[config.mk]
export PLATFORM = sky130hd
export DESIGN_NAME = ps2_host_tx
export DESIGN_NICKNAME = d
export VERILOG_FILES = /design/src/rtl/ps2_host_tx.sv
export SDC_FILE = /design/constraint.sdc
export NUM_CORES = 1
export LEC_CHECK = 0
export BUFFER_PORTS_ARGS = -buffer_cell sky130_fd_sc_hd__buf_2
export CORE_UTILIZATION = 50
export DETAILED_ROUTE_END_ITERATION = 12
export PLACE_DENSITY = 0.73
export SLEW_MARGIN = 40
export SYNTH_ARGS = -nofsm -noshare
export SYNTH_HDL_FRONTEND = slang
export SYNTH_SLANG_ARGS = --single-unit
[constraint.sdc]
create_clock -name clk -period 2.8 [get_ports clk]
set_input_delay 0.28 -clock clk [delete_from_list [all_inputs] [get_ports clk]]
set_output_delay 0.28 -clock clk [all_outputs]
set_load 0.01 [all_outputs]
[src/rtl/ps2_host_tx.sv]
// PS/2 host-to-device transmitter: inhibits the bus, sends one command byte
// (start, 8 data LSB first, odd parity, stop) on device clocks and checks the ACK.
module ps2_host_tx #(
  parameter int INHIBIT_CYCLES = 12000,
  parameter int TIMEOUT_CYCLES = 2000000,
  parameter int FILTER_LEN     = 8
) (
  input  logic       clk,
  input  logic       rst,
  input  logic [7:0] tx_data,
  input  logic       tx_start,
  output logic       tx_busy,
  output logic       tx_done,
  output logic       tx_error,
  output logic       rx_inhibit,
  input  logic       ps2_clk_in,
  input  logic       ps2_data_in,
  output logic       ps2_clk_drive_low,
  output logic       ps2_data_drive_low,
  output logic [3:0] state_dbg
);

  localparam int IW = $clog2(INHIBIT_CYCLES + 1);
  localparam int TW = $clog2(TIMEOUT_CYCLES + 1);
  localparam int FW = $clog2(FILTER_LEN + 1);

  typedef enum logic [3:0] {
    S_IDLE, S_INHIBIT, S_START, S_RELEASE, S_SEND,
    S_ACK, S_WAIT_IDLE, S_DONE, S_ERROR
  } state_t;

  state_t         state;
  logic           clk_s1, clk_s2, data_s1, data_s2;
  logic           clk_f, fall;
  logic [FW-1:0]  fcnt;
  logic [IW-1:0]  icnt;
  logic [TW-1:0]  tcnt;
  logic [3:0]     cnt;
  logic [10:0]    frame;
  logic           timed_out;

  assign rx_inhibit = tx_busy;
  assign state_dbg  = state;
  assign timed_out  = (tcnt == TW'(TIMEOUT_CYCLES - 1));

  // Synchronizers plus a run-length glitch filter on the device clock.
  always_ff @(posedge clk or posedge rst) begin
    if (rst) begin
      clk_s1  <= 1'b1;
      clk_s2  <= 1'b1;
      data_s1 <= 1'b1;
      data_s2 <= 1'b1;
      clk_f   <= 1'b1;
      fcnt    <= '0;
      fall    <= 1'b0;
    end else begin
      clk_s1  <= ps2_clk_in;
      clk_s2  <= clk_s1;
      data_s1 <= ps2_data_in;
      data_s2 <= data_s1;
      fall    <= 1'b0;
      if (clk_s2 == clk_f) begin
        fcnt <= '0;
      end else if (fcnt == FW'(FILTER_LEN - 1)) begin
        clk_f <= clk_s2;
        fcnt  <= '0;
        fall  <= ~clk_s2;
      end else begin
        fcnt <= fcnt + 1'b1;
      end
    end
  end

  always_ff @(posedge clk or posedge rst) begin
    if (rst) begin
      state              <= S_IDLE;
      tx_busy            <= 1'b0;
      tx_done            <= 1'b0;
      tx_error           <= 1'b0;
      ps2_clk_drive_low  <= 1'b0;
      ps2_data_drive_low <= 1'b0;
      icnt               <= '0;
      tcnt               <= '0;
      cnt                <= '0;
      frame              <= '0;
    end else begin
      tx_done  <= 1'b0;
      tx_error <= 1'b0;
      case (state)
        S_IDLE: begin
          if (tx_start) begin
            frame             <= {1'b1, ~^tx_data, tx_data, 1'b0};
            tx_busy           <= 1'b1;
            ps2_clk_drive_low <= 1'b1;
            icnt              <= '0;
            state             <= S_INHIBIT;
          end
        end
        S_INHIBIT: begin
          if (icnt == IW'(INHIBIT_CYCLES - 1)) begin
            ps2_data_drive_low <= ~frame[0];
            state              <= S_START;
          end else begin
            icnt <= icnt + 1'b1;
          end
        end
        S_START: begin
          ps2_clk_drive_low <= 1'b0;
          state             <= S_RELEASE;
        end
        S_RELEASE: begin
          // The release cycle itself counts toward the first-edge timeout.
          tcnt  <= TW'(1);
          cnt   <= '0;
          state <= S_SEND;
        end
        S_SEND: begin
          if (fall) begin
            ps2_data_drive_low <= ~frame[cnt + 4'd1];
            tcnt               <= TW'(1);
            if (cnt == 4'd9) state <= S_ACK;
            else             cnt   <= cnt + 4'd1;
          end else if (timed_out) begin
            ps2_data_drive_low <= 1'b0;
            tx_error           <= 1'b1;
            tx_busy            <= 1'b0;
            state              <= S_ERROR;
          end else begin
            tcnt <= tcnt + 1'b1;
          end
        end
        S_ACK: begin
          if ((fall && data_s2) || (!fall && timed_out)) begin
            tx_error <= 1'b1;
            tx_busy  <= 1'b0;
            state    <= S_ERROR;
          end else if (fall) begin
            tcnt  <= TW'(1);
            state <= S_WAIT_IDLE;
          end else begin
            tcnt <= tcnt + 1'b1;
          end
        end
        S_WAIT_IDLE: begin
          if (clk_f && data_s2) begin
            tx_done <= 1'b1;
            tx_busy <= 1'b0;
            state   <= S_DONE;
          end else if (fall) begin
            tcnt <= TW'(1);
          end else if (timed_out) begin
            tx_error <= 1'b1;
            tx_busy  <= 1'b0;
            state    <= S_ERROR;
          end else begin
            tcnt <= tcnt + 1'b1;
          end
        end
        S_DONE:  state <= S_IDLE;
        S_ERROR: begin
          ps2_clk_drive_low  <= 1'b0;
          ps2_data_drive_low <= 1'b0;
          state              <= S_IDLE;
        end
        default: state <= S_IDLE;
      endcase
    end
  end

endmodule

== After elaboration in Yosys (flattened, before gate mapping) ==
Index checks and enable logic that the tools add are counted.

* Bits in registers: 68
* Bits of input ports: 13
* Output and inout bits: 10

* Add/sub/neg operators: 4
* Magnitude comparators: 1
* Eq/ne operators: 24
* Muxes and demuxes: 46
* Bitwise gates (word level): 3
* Reductions and logical operators: 23

{| class="wikitable"
|+ Operators by type and width
! operator !! count
|-
| 21-bit two-way mux || 5
|-
| 21-bit case mux with 4 select lines || 1
|-
| 4-bit two-way mux || 13
|-
| 14-bit two-way mux || 2
|-
| 14-bit case mux with 2 select lines || 1
|-
| 4-bit case mux with 7 select lines || 1
|-
| 21-bit by 1-bit adder with 21-bit output, second input constant || 1
|-
| 21-bit equality test, second input constant || 1
|-
| 1-bit two-way mux || 17
|-
| 4-bit by 3-bit equality test with 1-bit output, second input constant || 4
|-
| 2-bit != test, second input constant || 8
|-
| 3-bit AND reduction || 5
|-
| 14-bit by 1-bit adder with 14-bit output, second input constant || 1
|-
| 14-bit equality test, second input constant || 1
|-
| 3-bit != test, second input constant || 4
|-
| 4-bit by 1-bit adder with 4-bit output, second input constant || 2
|-
| 4-bit by 2-bit equality test with 1-bit output, second input constant || 2
|-
| 4-bit equality test, second input constant || 2
|-
| 4-bit case mux with 2 select lines || 1
|-
| 4-bit nonzero test || 2
|-
| 8-bit XNOR reduction || 1
|-
| 1-bit case mux with 3 select lines || 2
|-
| 2-bit AND reduction || 3
|-
| 2-bit nonzero test || 3
|-
| 14 further kinds || 18
|}

== Depth between registers and ports, before layout ==
* Depth in word-level cells: 6
* Gate-level depth with buffers: 8

== Least setup slack after synthesis ==
No wires, ideal clock.

* Path kind: register to register
* Start: register icnt[0]
* End: register icnt[13]
* Setup time: 0.132 ns
* Arrival: 1.860 ns
* Required time: 2.668 ns
* Slack: 0.808 ns
* Cell stages (with the launch flop): 8
* Buffers on the path: 0
* Period minus slack after synthesis: 1.992 ns
* Cell sequence: dfrtp_1 > ha_1 > nand2_1 > nor4_2 > or4_4 > a2111oi_1 > xnor2_1 > nor2_1

* Longest elaborated chain between the ends: 3
* Elaborated cells between the ends (all ways): 6
* Classes of those cells: 1 x add/sub; 2 x eq/ne; 2 x mux; 1 x reduce/logical

{| class="wikitable"
|+ RTL lines
! element !! RTL line !! RTL
|-
| from (decl) || 36 || <nowiki>logic [IW-1:0] icnt;</nowiki>
|-
| from (signal assigned) || 104 || <nowiki>icnt <= icnt + 1'b1;</nowiki>
|-
| 14-bit by 1-bit adder with 14-bit output / 14-bit equality test (equally long branches) || 104, 100 ||
|-
| 14-bit two-way mux / 2-bit != test (equally long branches) || -- ||
|-
| 14-bit case mux with 2 select lines / 3-bit AND reduction (equally long branches) || -- ||
|}

Parallel ways exist; a longest one is shown, timed or not. The select of a mux whose other input is x is not followed.
A chain may end at the register's enable or synchronous reset.

== Worst setup path after layout ==
* Start: register tcnt[7]
* End: register tcnt[20]

* Longest elaborated chain between the ends: 5
* Elaborated cells between the ends (all ways): 12
* Classes of those cells: 1 x add/sub; 2 x eq/ne; 6 x mux; 3 x reduce/logical

{| class="wikitable"
|+ RTL lines
! element !! RTL line !! RTL
|-
| from (decl) || 37 || <nowiki>logic [TW-1:0] tcnt;</nowiki>
|-
| from (signal assigned) || 129 || <nowiki>tcnt <= tcnt + 1'b1;</nowiki>
|-
| from (signal assigned) || 141 || <nowiki>tcnt <= tcnt + 1'b1;</nowiki>
|-
| from (signal assigned) || 156 || <nowiki>tcnt <= tcnt + 1'b1;</nowiki>
|-
| 21-bit by 1-bit adder with 21-bit output / 21-bit equality test (equally long branches) || -- ||
|-
| 21-bit two-way mux / 1-bit logical AND (equally long branches) || 123, 151, 133 ||
|-
| 21-bit two-way mux / 1-bit logical OR (equally long branches) || 118, 133 ||
|-
| 21-bit two-way mux / 2-bit != test (equally long branches) || -- ||
|-
| 21-bit case mux with 4 select lines / 3-bit AND reduction (equally long branches) || -- ||
|}

Parallel ways exist; a longest one is shown, timed or not. The select of a mux whose other input is x is not followed.

==> out/results.ini <==
[final_layout]
layout.nets=450
seq_area_mm2=0.00171
multiInputGateArea_mm2=0.00188
mostFrequentLayoutCell=dfrtp_1
n_fill_cell=630
layout-drive-gt1-share=0.146
diodes=0
area_growth_pct=11.2
final_cell_mix=dfrtp_1, nand2_1, nor2_1, o21ai_1, nand3_1

[synthesis]
synth_top_area_frac=0.426
syn_nets=430
synthArstFlopShare=1.00
syn_area_mm2=0.00370
synth_area_leaders=dfrtp_1, nand2_1, o21ai_1
yosysWarnings=0
avgSynthCellArea_um2=8.97
synth-edff-count=0
seq_area_frac_synth=0.462
ys.flop_type=dfrtp_1
netlist_instances=412
synth_cell_types=57
ys_ff_latch=68
synth_area_leader_cell=dfrtp_1

[floorplan]
die_area_mm2=0.00774
num_rows=30
initial_utilization=0.530
die_x_um=88.0
die_y_um=88.0
core-area_mm2=0.00698
io_pins=23

[pwr]
irDropWorstVdd_v=0.000298
combPwrFrac=0.053
sw_frac_of_total=0.236
power_frac_seq=0.531
cellInternalPower_uw=1500
p_per_area_mw_per_mm2=477
leakagePower_uw=0.00175
clockPowerShare=0.415
p_switching_uw=464

[global_routing]
met3_usage=0.0386
grt_pass1_vias=2953
met2_usage=0.334
antenna_found_initial=0
grtUsageTotal=0.227
grt_use_met1=0.322
grt_max_degree=69
top_usage_layer=met2
grt_pass1_wl_um=13600
grt_overflow_total=0

[worst_hold_path]
hold_class=in2reg
hold_path_startpoint=ps2_clk_in

[placed_design]
hpwl_um=5400
gp_congestion=0.926
port_buffers=22

[clock_tree]
hold_buffers=0
numCtsBuffers=9
clk_path_buf_depth=2
post_cts_buffers=0
clk_latency_ns=0.35
root_buffer=clkbuf_8
post_cts_resized=0
cts_max_level=3
cts_sinks=68
path_clk_slew_ns=0.07
cts_tree=yes

[routing]
drcViolationCount=0
num_vias=3182
wl_per_cell_um=14.7
via_per_inst=5.97
drtIter0Drc=278
ant_nets=0
drt_pass1_iterations=5
wirelength_um=7820

[status]
outcome=finished, final reports clean

[timing]
finalCritPeriodShare=0.839
finalCriticalPeriod_ns=2.35
slew_headroom=0.531
report.final.slew_viol_count=0
hold_slack_ns=0.0331
skew_ns=0.00985
fin_tns_setup_ns=0
setup_viol=0
max_freq_mhz=426
grt_setup_unrepaired=no
hold_violations=0
worst_pin_slew_ns=0.697

[critical_path]
cpPeakStageDelay_ns=0.56
end_kind=flop
crit_type=reg2reg
path_buf_inv=1
cp.required_ns=3.01
cp_top_family=simple AND/OR/NAND/NOR gates
start_kind=flop
crit_arrival_ns=2.56
crit_start=tcnt[7]$_DFFE_PP0P_
path_common_cell=o21ai_1
cpMaxStageDelayCell=or4_1
reg2reg_from=tcnt[7]$_DFFE_PP0P_
path_cells=or4_1 > nor3_1 > nand3_1 > o21ai_1 > buf_4 > o21ai_1 > o41ai_1
path_max_fanout=14

[run]
maxCapViolCount=0

==> final timing paths <==
| check | to | slack [ns] | cells after the start |
|---|---|---|---|
| worst max-delay path | tcnt[20]$_DFFE_PP0P_ | 0.45 | 7 |
| worst min-delay path | clk_s1$_DFF_PP1_ | 0.03 | 1 |
| worst max register to register | tcnt[20]$_DFFE_PP0P_ | 0.45 | 7 |
| worst min register to register | clk_s2$_DFF_PP1_ | 0.36 | 0 |
| max in group asynchronous | tx_error$_DFF_PP0_ | 2.30 | 3 |
| min in group asynchronous | icnt[2]$_DFFE_PP0P_ | 0.05 | 3 |
==> final cells by class <==
type                            instances  share of cell area
Tap cell                               96              0.0292
Multi-Input combinational cell        317               0.458
Clock buffer                           10              0.0335
Sequential cell                        68               0.415
Inverter                                5             0.00456
Timing Repair Buffer                   31              0.0441
Clock inverter                          6              0.0155
==> synth_stat cells (2+ instances only) <==
library cell,number
a2111oi_1,2
a211oi_1,3
a21oi_1,13
a31oi_1,6
a41oi_1,5
and2_1,6
and3_1,9
and3b_1,2
and4_1,2
buf_2,3
buf_4,2
clkbuf_1,17
dfrtp_1,63
dfstp_2,5
ha_1,5
inv_1,5
mux2_2,2
mux2i_1,3
nand2_1,62
nand2b_1,5
nand3_1,24
nand3b_1,3
nand4_1,9
nand4b_1,2
nor2_1,31
nor2b_1,2
nor3_1,12
nor3b_1,2
nor4_1,2
o21ai_0,17
o21ai_1,30
o31ai_1,9
o41ai_1,3
or2_2,2
xnor2_1,17
xor2_1,6
==> stage by stage <==
stage | total power [uW] | area [um2] | worst slack (ns) | instances | util
2_1_floorplan | 1130 | 3700 | 0.808 | 412 | -
3_3_place_gp | 1160 | 3900 | 0.541 | 517 | 0.559
3_5_place_dp | 1170 | 3910 | 0.472 | 517 | 0.560
4_1_cts | 1980 | 4110 | 0.450 | 533 | 0.589
5_1_grt | 2040 | 4110 | 0.273 | 533 | 0.589
6_report | 1960 | 4110 | 0.451 | 533 | 0.589
==> flip-flops by register name, summed over array words and instances (netlist names) <==
name,cells
tcnt,21
clk_s1,1
tx_done,1
clk_s2,1
clk_f,1
ps2_data_drive_low,1
rx_inhibit,1
data_s2,1
cnt,4
ps2_clk_drive_low,1
tx_error,1
fcnt,4
fall,1
icnt,14
frame,10
data_s1,1
state_dbg,4
==> worst register-to-register path, cell delays in order (launching register included) <==
cell and delay (ns):
dfrtp_1 0.51, or4_1 0.56, nor3_1 0.20, nand3_1 0.27, o21ai_1 0.26, buf_4 0.23, o21ai_1 0.09, o41ai_1 0.08
==> cell families (layout without fill, tap and decap cells) <==
logic type / Yosys count / count (layout) / synth area share
AOI/OAI and AO/OA: 99 / 99 / 0.167
xor gates and xnor gates: 23 / 23 / 0.0545
adders and majority gates: 5 / 5 / 0.0169
buffers and inverters: 27 / 52 / 0.0305
DFF: 68 / 68 / 0.462
muxes: 6 / 6 / 0.0203
and+or+nand+nor: 184 / 184 / 0.249
==> power by group through the flow <==
stage | sequential, uW | combinational (uW) | clock [uW]
finish | 1040 | 105 | 815
global route | 1050 | 123 | 872
CTS | 1040 | 109 | 831
detailed placement | 1060 | 108 | 0
global placement | 1060 | 105 | 0
floorplan | 1050 | 78.9 | 0
==> metal layers <==
layer,routed length (um),part of all wire
met5,0,0
met4,195,0.025
met3,422,0.054
met2,3440,0.44
met1,3760,0.48
No activity file was read; power rests on OpenSTA's default activity.
